File: src/rtl/mimosa_pkg.sv
// Shared definitions for the stimulus channels: FSM state encoding, default
// timing constants and a small state-decode helper.
package mimosa_pkg;

  localparam logic [1:0] ST_IDLE    = 2'd0;
  localparam logic [1:0] ST_QUALIFY = 2'd1;
  localparam logic [1:0] ST_ACTIVE  = 2'd2;
  localparam logic [1:0] ST_RELEASE = 2'd3;

  typedef enum logic [1:0] {
    StIdle    = ST_IDLE,
    StQualify = ST_QUALIFY,
    StActive  = ST_ACTIVE,
    StRelease = ST_RELEASE
  } state_e;

  // Default timing, shared by every stimulus channel unless overridden.
  localparam int unsigned DefTimerW    = 8;
  localparam int unsigned DefDebTicks  = 4;
  localparam int unsigned DefIncPeriod = 8;
  localparam int unsigned DefDecPeriod = 16;

  // The stimulus counts as present while it is held or being released.
  function automatic logic is_active(input state_e st);
    return (st == StActive) || (st == StRelease);
  endfunction

endpackage

File: src/rtl/stimulus_rate_controller_if.sv
// Control bundle between a stimulus source/prescaler and the rate controller.
//   tick     : single-cycle prescaler enable
//   stim_raw : raw stimulus level (asynchronous)
//   clear    : synchronous counter-reset request
//   inc/dec/setval : single-cycle pulses to the downstream counter
//   active   : stimulus qualified (ACTIVE or RELEASE)
interface stimulus_rate_controller_if;
  logic tick;
  logic stim_raw;
  logic clear;
  logic inc;
  logic dec;
  logic setval;
  logic active;

  modport master (
    output tick, stim_raw, clear,
    input  inc, dec, setval, active
  );

  modport slave (
    input  tick, stim_raw, clear,
    output inc, dec, setval, active
  );
endinterface

File: src/rtl/tick_timer.sv
// Prescaled up-counter with terminal flag.
//   clk, rst_n : clock, asynchronous active-low reset
//   clr_i      : synchronous clear to 0 (wins over everything)
//   en_i       : counter is in use this cycle
//   tick_i     : prescaler enable; count advances only when en_i && tick_i
//   term_o     : count == LIMIT-1 on an enabled tick; the count returns to 0
module tick_timer #(
  parameter int unsigned TIMER_W = 8,
  parameter int unsigned LIMIT   = 4
) (
  input  logic clk,
  input  logic rst_n,
  input  logic clr_i,
  input  logic en_i,
  input  logic tick_i,
  output logic term_o
);

  localparam logic [TIMER_W-1:0] LastVal = TIMER_W'(LIMIT - 1);

  logic [TIMER_W-1:0] count_q, count_d;
  logic               adv;

  assign adv    = en_i && tick_i;
  assign term_o = adv && (count_q == LastVal);

  always_comb begin
    count_d = count_q;
    if (clr_i || term_o) begin
      count_d = '0;
    end else if (adv) begin
      count_d = count_q + 1'b1;
    end
  end

  always_ff @(posedge clk or negedge rst_n) begin
    if (!rst_n) begin
      count_q <= '0;
    end else begin
      count_q <= count_d;
    end
  end

endmodule

File: src/rtl/stimulus_rate_controller.sv
// Turns one raw environmental stimulus into inc/dec/setval pulses for a
// downstream saturating counter. The stimulus is synchronised, debounced in
// prescaler ticks, then produces rate-limited increments while sustained and
// slower decay pulses while absent.
//   clk, rst_n : clock, asynchronous active-low reset
//   bus        : tick/stim_raw/clear in, inc/dec/setval/active out (all
//                outputs registered)
module stimulus_rate_controller
  import mimosa_pkg::*;
#(
  parameter int unsigned TIMER_W    = DefTimerW,
  parameter int unsigned DEB_TICKS  = DefDebTicks,
  parameter int unsigned INC_PERIOD = DefIncPeriod,
  parameter int unsigned DEC_PERIOD = DefDecPeriod
) (
  input  logic                       clk,
  input  logic                       rst_n,
  stimulus_rate_controller_if.slave  bus
);

  // Two-flop synchroniser; sync_q[1] is the only stimulus view used below.
  logic [1:0] sync_q, sync_d;
  logic       stim_s;

  assign sync_d = {sync_q[0], bus.stim_raw};
  assign stim_s = sync_q[1];

  state_e state_q, state_d;

  logic q_en,   q_clr,   q_term;
  logic per_en, per_clr, per_term;
  logic dec_en, dec_clr, dec_term;

  logic inc_q, inc_d;
  logic dec_q, dec_d;
  logic setval_q, setval_d;
  logic active_q, active_d;

  // The debounce timer runs only while the stimulus disagrees with the
  // qualified level; per_cnt freezes outside ACTIVE so RELEASE keeps the phase.
  assign q_en   = ((state_q == StQualify) && stim_s) || ((state_q == StRelease) && !stim_s);
  assign per_en = (state_q == StActive);
  assign dec_en = (state_q == StIdle);

  tick_timer #(
    .TIMER_W (TIMER_W),
    .LIMIT   (DEB_TICKS)
  ) u_q_timer (
    .clk    (clk),
    .rst_n  (rst_n),
    .clr_i  (q_clr),
    .en_i   (q_en),
    .tick_i (bus.tick),
    .term_o (q_term)
  );

  tick_timer #(
    .TIMER_W (TIMER_W),
    .LIMIT   (INC_PERIOD)
  ) u_per_timer (
    .clk    (clk),
    .rst_n  (rst_n),
    .clr_i  (per_clr),
    .en_i   (per_en),
    .tick_i (bus.tick),
    .term_o (per_term)
  );

  tick_timer #(
    .TIMER_W (TIMER_W),
    .LIMIT   (DEC_PERIOD)
  ) u_dec_timer (
    .clk    (clk),
    .rst_n  (rst_n),
    .clr_i  (dec_clr),
    .en_i   (dec_en),
    .tick_i (bus.tick),
    .term_o (dec_term)
  );

  // State register.
  always_ff @(posedge clk or negedge rst_n) begin
    if (!rst_n) begin
      state_q <= StIdle;
    end else begin
      state_q <= state_d;
    end
  end

  // Next state, decided on the old state's rules only.
  always_comb begin
    state_d = state_q;
    if (bus.clear) begin
      state_d = StIdle;
    end else begin
      unique case (state_q)
        StIdle:    if (stim_s) state_d = StQualify;
        StQualify: begin
          if (!stim_s)     state_d = StIdle;
          else if (q_term) state_d = StActive;
        end
        StActive:  if (!stim_s) state_d = StRelease;
        StRelease: begin
          if (stim_s)      state_d = StActive;
          else if (q_term) state_d = StIdle;
        end
      endcase
    end
  end

  // Timer restarts on state entry (and on clear); a fresh timer only starts
  // counting on the tick after the transition.
  always_comb begin
    q_clr   = bus.clear ||
              ((state_d != state_q) && ((state_d == StQualify) || (state_d == StRelease)));
    per_clr = bus.clear || ((state_q == StQualify) && (state_d == StActive));
    dec_clr = bus.clear || ((state_d != state_q) && (state_d == StIdle));
  end

  // Output decode; clear masks any inc/dec due in the same cycle.
  always_comb begin
    inc_d    = 1'b0;
    dec_d    = 1'b0;
    setval_d = 1'b0;
    active_d = is_active(state_d);
    if (bus.clear) begin
      setval_d = 1'b1;
    end else begin
      unique case (state_q)
        StIdle:    dec_d = dec_term;
        StQualify: inc_d = q_term;
        StActive:  inc_d = per_term;
        StRelease: ;
      endcase
    end
  end

  always_ff @(posedge clk or negedge rst_n) begin
    if (!rst_n) begin
      sync_q   <= '0;
      inc_q    <= 1'b0;
      dec_q    <= 1'b0;
      setval_q <= 1'b0;
      active_q <= 1'b0;
    end else begin
      sync_q   <= sync_d;
      inc_q    <= inc_d;
      dec_q    <= dec_d;
      setval_q <= setval_d;
      active_q <= active_d;
    end
  end

  assign bus.inc    = inc_q;
  assign bus.dec    = dec_q;
  assign bus.setval = setval_q;
  assign bus.active = active_q;

endmodule

File: src/flat_wrapper.sv
// flat-port wrapper written by rule: the top's interface ports become plain ports
module stimulus_rate_controller_flat import mimosa_pkg::*;
#(
  parameter int unsigned TIMER_W    = DefTimerW,
  parameter int unsigned DEB_TICKS  = DefDebTicks,
  parameter int unsigned INC_PERIOD = DefIncPeriod,
  parameter int unsigned DEC_PERIOD = DefDecPeriod
)
  (clk, rst_n, bus_tick, bus_stim_raw, bus_clear, bus_inc, bus_dec, bus_setval, bus_active);
  stimulus_rate_controller_if bus_i ();
  input  logic clk;
  input  logic rst_n;
  input wire logic [$bits(bus_i.tick)-1:0] bus_tick;
  input wire logic [$bits(bus_i.stim_raw)-1:0] bus_stim_raw;
  input wire logic [$bits(bus_i.clear)-1:0] bus_clear;
  output wire logic [$bits(bus_i.inc)-1:0] bus_inc;
  output wire logic [$bits(bus_i.dec)-1:0] bus_dec;
  output wire logic [$bits(bus_i.setval)-1:0] bus_setval;
  output wire logic [$bits(bus_i.active)-1:0] bus_active;
  assign bus_i.tick = bus_tick;
  assign bus_i.stim_raw = bus_stim_raw;
  assign bus_i.clear = bus_clear;
  assign bus_inc = bus_i.inc;
  assign bus_dec = bus_i.dec;
  assign bus_setval = bus_i.setval;
  assign bus_active = bus_i.active;
  stimulus_rate_controller #(.TIMER_W(TIMER_W), .DEB_TICKS(DEB_TICKS), .INC_PERIOD(INC_PERIOD), .DEC_PERIOD(DEC_PERIOD)) u_core (.clk(clk), .rst_n(rst_n), .bus(bus_i));
endmodule
File: config.mk
export PLATFORM = sky130hd
export DESIGN_NAME = stimulus_rate_controller_flat
export DESIGN_NICKNAME = d
export VERILOG_FILES = /design/src/rtl/mimosa_pkg.sv /design/src/rtl/stimulus_rate_controller_if.sv /design/src/rtl/tick_timer.sv /design/src/rtl/stimulus_rate_controller.sv /design/src/flat_wrapper.sv
export SDC_FILE = /design/constraint.sdc
export NUM_CORES = 1
export LEC_CHECK = 0
export ABC_AREA = 1
export BUFFER_PORTS_ARGS = -buffer_cell sky130_fd_sc_hd__buf_2
export CORE_MARGIN = 4
export CORE_UTILIZATION = 45
export DETAILED_ROUTE_END_ITERATION = 16
export HOLD_SLACK_MARGIN = 0.12
export MAX_ROUTING_LAYER = met4
export PLACE_DENSITY = 0.73
export SLEW_MARGIN = 20
export SYNTH_ARGS = -nofsm -noshare
export SYNTH_HDL_FRONTEND = slang
export SYNTH_SLANG_ARGS = --single-unit
export TNS_END_PERCENT = 30
File: constraint.sdc
create_clock -name clk -period 1.9 [get_ports clk]
set_input_delay 0.095 -clock clk [delete_from_list [all_inputs] [get_ports clk]]
set_output_delay 0.095 -clock clk [all_outputs]
set_load 0.1 [all_outputs]
After elaboration in Yosys (flattened, before gate mapping) --
Index checks and enable logic that the tools add are counted.
Cells by class: mux-type cells 19, bitwise gates (word level) 0, add/subtract/negate cells 3, shift operators 0, $mul 0, equal/unequal tests 10, order comparisons 0, divide/modulo/power cells 0, reductions and logical operators 26
Operator list (number):
- $mux W8 | 6
- $add A8 B1 Y8 const B | 3
- $mux W2 | 7
- $logic_and A1 B1 Y1 | 11
- $logic_or A1 B1 Y1 | 9
- $eq A2 B2 Y1 const B | 4
- $eq A8 B2 Y1 const B | 1
- $eq A8 B3 Y1 const B | 1
- $eq A8 B4 Y1 const B | 1
- $pmux W2 S4 | 1
- $reduce_bool A2 Y1 | 3
- $eq A2 B1 Y1 const B | 2
- $logic_not A2 Y1 | 2
- $mux W1 | 4
- $ne A2 B2 Y1 | 1
- $pmux W1 S2 | 1
- $logic_not A1 Y1 | 1
Storage, ports and cells: flip-flop bits (word level) 32, bits in read-only memories 0, latch bits 0, bits in writable memories 0, memories 0

Longest topological paths before layout --
word-level depth 15, gate-level depth with buffers 18

By module --
Synthesis repeated with hierarchy kept, for this count alone.
Second synthesis, totals: cells, all modules 233, area, all modules 1879.3 um^2
Modules (own cells, without submodules):
- tick_timer at u_core.u_q_timer | cells an instance 56, instances 1, area each 483.0 um^2
- tick_timer at u_core.u_per_timer | cells an instance 62, instances 1, area each 480.5 um^2
- tick_timer at u_core.u_dec_timer | cells an instance 60, instances 1, area each 471.7 um^2
- stimulus_rate_controller | cells an instance 55, instances 1, area each 444.2 um^2

Least setup slack after synthesis --
No wires, ideal clock.
path type register to register, start point register u_core.state_q[1], end point register u_core.u_q_timer.count_q[4], path slack -62 ps, cell stages (with the launch flop) 19, arrival 1843 ps, data required time 1781 ps, clock period less this slack 1962 ps, path through dfrtp_1 -> inv_1 -> ha_1 -> inv_1 -> nand2_1 -> nand2_1 -> nor2_2 -> nand2_1 -> nand2_1 -> nand2_1 -> nand2_1 -> nand2_1 -> nand2_2 -> nand2_1 -> nand3_2 -> nand2_4 -> buf_6 -> nand4_1 -> nand2_1
On the way: longest elaborated chain between the ends 15, elaborated cells between the ends (all ways) 26
RTL lines:
- from (decl) | RTL line stimulus_rate_controller.sv:28 | state_e state_q, state_d;
- from (signal assigned) | RTL line stimulus_rate_controller.sv:84 | state_q <= StIdle;
- from (signal assigned) | RTL line stimulus_rate_controller.sv:86 | state_q <= state_d;
- $eq A2 B1 Y1 / $eq A2 B2 Y1 (equally long branches) | RTL line stimulus_rate_controller.sv:41, stimulus_rate_controller.sv:96
- $logic_and A1 B1 Y1 | RTL line stimulus_rate_controller.sv:41 | assign q_en = ((state_q == StQualify) && stim_s) || ((state_q == StRelease) && !stim_s);
- $logic_or A1 B1 Y1 | RTL line stimulus_rate_controller.sv:41
- $logic_and A1 B1 Y1 | RTL line tick_timer.sv:24 | assign adv = en_i && tick_i;
- $logic_and A1 B1 Y1 | RTL line tick_timer.sv:25 | assign term_o = adv && (count_q == LastVal);
- $mux W2, on equally long branches | RTL line stimulus_rate_controller.sv:105, stimulus_rate_controller.sv:100
- $mux W2, on equally long branches | RTL line stimulus_rate_controller.sv:104, stimulus_rate_controller.sv:99
- $pmux W2 S4 | RTL line stimulus_rate_controller.sv:96 | unique case (state_q)
- $mux W2 | RTL line stimulus_rate_controller.sv:93 | if (bus.clear) begin
- $eq A2 B1 Y1 / $eq A2 B2 Y1 (equally long branches) | RTL line stimulus_rate_controller.sv:115 | ((state_d != state_q) && ((state_d == StQualify) || (state_d == StRelease)));
- $logic_or A1 B1 Y1 | RTL line stimulus_rate_controller.sv:115
- $logic_and A1 B1 Y1 | RTL line stimulus_rate_controller.sv:115
- $logic_or A1 B1 Y1 | RTL line stimulus_rate_controller.sv:114 | q_clr = bus.clear ||
- $logic_or A1 B1 Y1 | RTL line tick_timer.sv:29 | if (clr_i || term_o) begin
- $mux W8 / $reduce_bool A2 Y1 (equally long branches)
- to (signal assigned) | RTL line tick_timer.sv:40 | count_q <= count_d;
- to (decl) | RTL line tick_timer.sv:21 | logic [TIMER_W-1:0] count_q, count_d;
Several ways; a longest one is shown, not always the timed one. A chain may end at the register's enable or synchronous reset.

Final worst setup path --
start point register u_core.state_q[1], end point register u_core.u_dec_timer.count_q[0]
On the way: longest elaborated chain between the ends 14, elaborated cells between the ends (all ways) 26
RTL lines:
- $eq A2 B1 Y1 / $eq A2 B2 Y1 (equally long branches) | RTL line stimulus_rate_controller.sv:41, stimulus_rate_controller.sv:96
- $logic_and A1 B1 Y1 | RTL line stimulus_rate_controller.sv:41
- $logic_or A1 B1 Y1 | RTL line stimulus_rate_controller.sv:41
- $logic_and A1 B1 Y1 | RTL line tick_timer.sv:24
- $logic_and A1 B1 Y1 | RTL line tick_timer.sv:25
- $mux W2, on equally long branches | RTL line stimulus_rate_controller.sv:105, stimulus_rate_controller.sv:100
- $mux W2, on equally long branches | RTL line stimulus_rate_controller.sv:104, stimulus_rate_controller.sv:99
- $pmux W2 S4 | RTL line stimulus_rate_controller.sv:96
- $mux W2 | RTL line stimulus_rate_controller.sv:93
- $ne A2 B2 Y1 / $logic_not A2 Y1 (equally long branches) | RTL line stimulus_rate_controller.sv:117 | dec_clr = bus.clear || ((state_d != state_q) && (state_d == StIdle));
- $logic_and A1 B1 Y1 | RTL line stimulus_rate_controller.sv:117
- $logic_or A1 B1 Y1 | RTL line stimulus_rate_controller.sv:117
- $logic_or A1 B1 Y1 | RTL line tick_timer.sv:29
- $mux W8 / $reduce_bool A2 Y1 (equally long branches)
- to (signal assigned) | RTL line tick_timer.sv:40
- to (decl) | RTL line tick_timer.sv:21
Several ways; a longest one is shown, not always the timed one.

==> impl_metrics.env <==
export IMPL_drt_pre_antenna_iters=4
export IMPL_critical_path_arrival_ps=2200
export IMPL_fillCellCount=381
export IMPL_cp_slowest_stage_delay_ps=420
export IMPL_design_core_area_sq_um=4086
export IMPL_wire_per_inst_um=12.52
export IMPL_cp_slowest_cell="dfrtp_1"
export IMPL_postSynthRegisterBits=32
export IMPL_criticalPathCategory="reg2reg"
export IMPL_timing_hold_violations_final=0
export IMPL_critical_path_cell_chain="inv_2 > buf_4 > ha_1 > or2_2 > a21oi_2 > nand2_2 > nand2_4 > o211ai_1 > nand2_1 > inv_2 > nand3b_1 > nand2_1"
export IMPL_layout_area_overhead_vs_synth_pct=24.36
export IMPL_required_ps=2080
export IMPL_antenna_found_initial=0
export IMPL_timing_final_max_slew_violations=0
export IMPL_area_sequential_sq_um=802.0
export IMPL_synth_sequential_area_ratio_pct=41.24
export IMPL_insertedDiodeCount=0
export IMPL_initial_core_util_pct=47.52
export IMPL_worst_pin_slew_ps=730.1
export IMPL_maximum_number_of_pins_on_one_net_before_global_route_repair=33
export IMPL_met2_length_um=2068
export IMPL_holdWs_ps=261.4
export IMPL_p_leak_nw=1.268
export IMPL_highest_signal_layer="met4"
export IMPL_buffer_ports_inserted=8
export IMPL_layout_nets=298
export IMPL_grt_remaining_overflow=0
export IMPL_worst_clock_skew_ps=10.87
export IMPL_drc=0
export IMPL_final_common_cell="nand2_1"
export IMPL_clock_fmax_ghz=0.4951
export IMPL_timing_max_slew_rel_slack_pct=51.33
export IMPL_worstHoldStart="bus_tick"
export IMPL_cts_htree_levels=2
export IMPL_syn_inst=244
export IMPL_violations_in_the_final_reports="setup timing"
export IMPL_syn_mean_instance_area_sq_um=7.958
export IMPL_cp_startpoint="u_core.state_q[1]"
export IMPL_clock_transition_at_the_registers_of_the_reported_paths_ps=70
export IMPL_postSynthNetCount=257
export IMPL_synth_warnings=0
export IMPL_routabilityCongestion=0.9102
export IMPL_clock_latency_ps=290
export IMPL_die_h_um=73.69
export IMPL_io_pins=9
export IMPL_wire_length_of_the_first_global_routing_pass_um=7093
export IMPL_root_buffer="clkbuf_8"
export IMPL_wirelength_um=4206
export IMPL_cellPowerDensity_nw_per_um2=1024
export IMPL_setup_viol=19
export IMPL_via_per_inst=5.125
export IMPL_min_delay_path_class="in2reg"
export IMPL_finish_instance_area_sq_um=2415
export IMPL_metal3_wl_um=172
export IMPL_r2r_start="u_core.state_q[1]"
export IMPL_clock_sink_count=32
export IMPL_placed_area_sq_um=2207
export IMPL_post_route_period_util_pct=106.3
export IMPL_die_area_sq_um=5430
export IMPL_hpwlAfterDp_um=2864
export IMPL_tritoncts="done"
export IMPL_timing_final_ws_setup_ps=-120.0
export IMPL_num_vias=1722
export IMPL_cts_buffer_depth=2
export IMPL_first_global_vias=1576
export IMPL_place_detailed_instances=322
export IMPL_fin_cells=336
export IMPL_worstSetupStartpointType="flip-flop"
export IMPL_num_rows=23
export IMPL_cts_inserted_buffers=5
export IMPL_final_util_pct=59.09
export IMPL_grt_util_all_layers_pct=17.18
export IMPL_outcome="complete, but fails checks"
export IMPL_finalWorstPathRequiredPeriod_ps=2020
export IMPL_finalSetupTns_ps=-1130
export IMPL_worst_ir_drop_vdd_mv=0.5219
export IMPL_synth_cell_area_sq_um=1942
export IMPL_max_cap_violations=0
export IMPL_post_synth_num_cell_types=31
export IMPL_critical_path_peak_fanout=8
export IMPL_dr_first_iter_drc_count=138
export IMPL_grt_setup_unrepaired="yes"
export IMPL_layout_drive_gt1_share_pct=22.73
export IMPL_met1Wirelength_um=1917
export IMPL_critPathCaptureType="flip-flop"
export IMPL_postRouteAntennaNets=0
export IMPL_multi_input_area_sq_um=1071
export IMPL_highest_count_cells_in_the_layout_ignoring_fill_and_taps="nand2_1 (53), dfrtp_1 (31), inv_1 (28)"
export IMPL_die_x_um=73.69
[per-stage QoR]
stage | total power [mW] | setup WS (ps)
3_5_place_dp | 1.787 | -73.28
2_1_floorplan | 1.465 | 26.79
6_report | 2.474 | -120.0
5_1_grt | 2.632 | -254.9
3_3_place_gp | 1.770 | -44.14
4_1_cts | 2.409 | -68.61
[final cells by class]
class	instances	area share, %
Clock buffer	8	3.731
Inverter	33	5.130
Multi-Input combinational cell	176	44.35
Sequential cell	32	33.21
Tap cell	50	2.591
Timing Repair Buffer	37	10.98
[path summary, 6_finish.rpt]
path                                            endpoint  slack (ps)  cells after the start
max                        u_core.u_dec_timer.count_q[0]        -120                     12
min reg2reg                             u_core.sync_q[1]         360                      0
min in group asynchronous    u_core.u_q_timer.count_q[2]         400                      2
max in group asynchronous              u_core.state_q[0]        1000                      2
min                                       u_core.bus.dec         260                      5
max reg2reg                u_core.u_dec_timer.count_q[0]        -120                     12
[cells in the mapped netlist, drive strengths merged]
cell type,n,area share (%)
a21oi,4,1.0
ha,8,5.2
and3,1,0.32
nor2,27,5.7
nor3b,1,0.39
clkinv,1,0.19
inv,32,6.2
nor4,2,0.64
nand3,16,4.9
o21ai,5,1.3
or2,1,0.32
nand4,20,6.4
xnor2,2,0.90
nand2,60,12
a31oi,1,0.32
clkbuf,1,0.39
nand3b,6,2.3
o211ai,1,0.39
o211a,1,0.52
dfrtp,32,41
buf,2,0.84
nor3,4,1.0
xor2,16,7.2
[metal layers]
metal | vias up | track usage [%]
met5 | - | -
met4 | 0 | 4.829
met3 | 5 | 3.694
met2 | 28 | 27.66
met1 | 811 | 21.74
li1 | 878 | -
[worst max-delay path: cells and delay by family, from the launching register on]
kind	cells	cell delay (ps)
simple gates	6	750
flops	1	420
buf+inv	3	330
compound gates	2	220
fa+ha+maj	1	170
[logic make-up after synthesis]
group,count (synthesis),synth area share (%)
buffers and inverters,36,7.603
flip-flops,32,41.24
adder cells (fa/ha/maj),8,5.155
AND/OR/NAND/NOR,138,34.34
XOR/XNOR,18,8.118
AO/OA/AOI/OAI,12,3.544
[power by group]
group	leakage [nW]	switching, mW	internal [mW]	total, mW
Sequential	0.435	0.0600	0.741	0.801
Combinational	0.787	0.698	0.427	1.13
Clock	0.0455	0.252	0.295	0.548
Total	1.27	1.01	1.46	2.47
[repair_timing]
item | in CTS | in global routing
buffers inserted | 2 | 1
pin swaps | 7 | 10
setup endpoints to repair | 22 | 24
gates resized for setup | 9 | 10
endpoints found under the hold margin | 35 | 0
hold buffers | 3 | 0
[sequential cells by signal (all words and copies together) (netlist names), 2 cells and up]
| register | count |
|---|---|
| u_core.u_per_timer.count_q | 8 |
| u_core.state_q | 2 |
| u_core.sync_q | 2 |
| u_core.u_dec_timer.count_q | 8 |
| u_core.u_q_timer.count_q | 8 |
No activity file was read; power rests on OpenSTA's default activity.
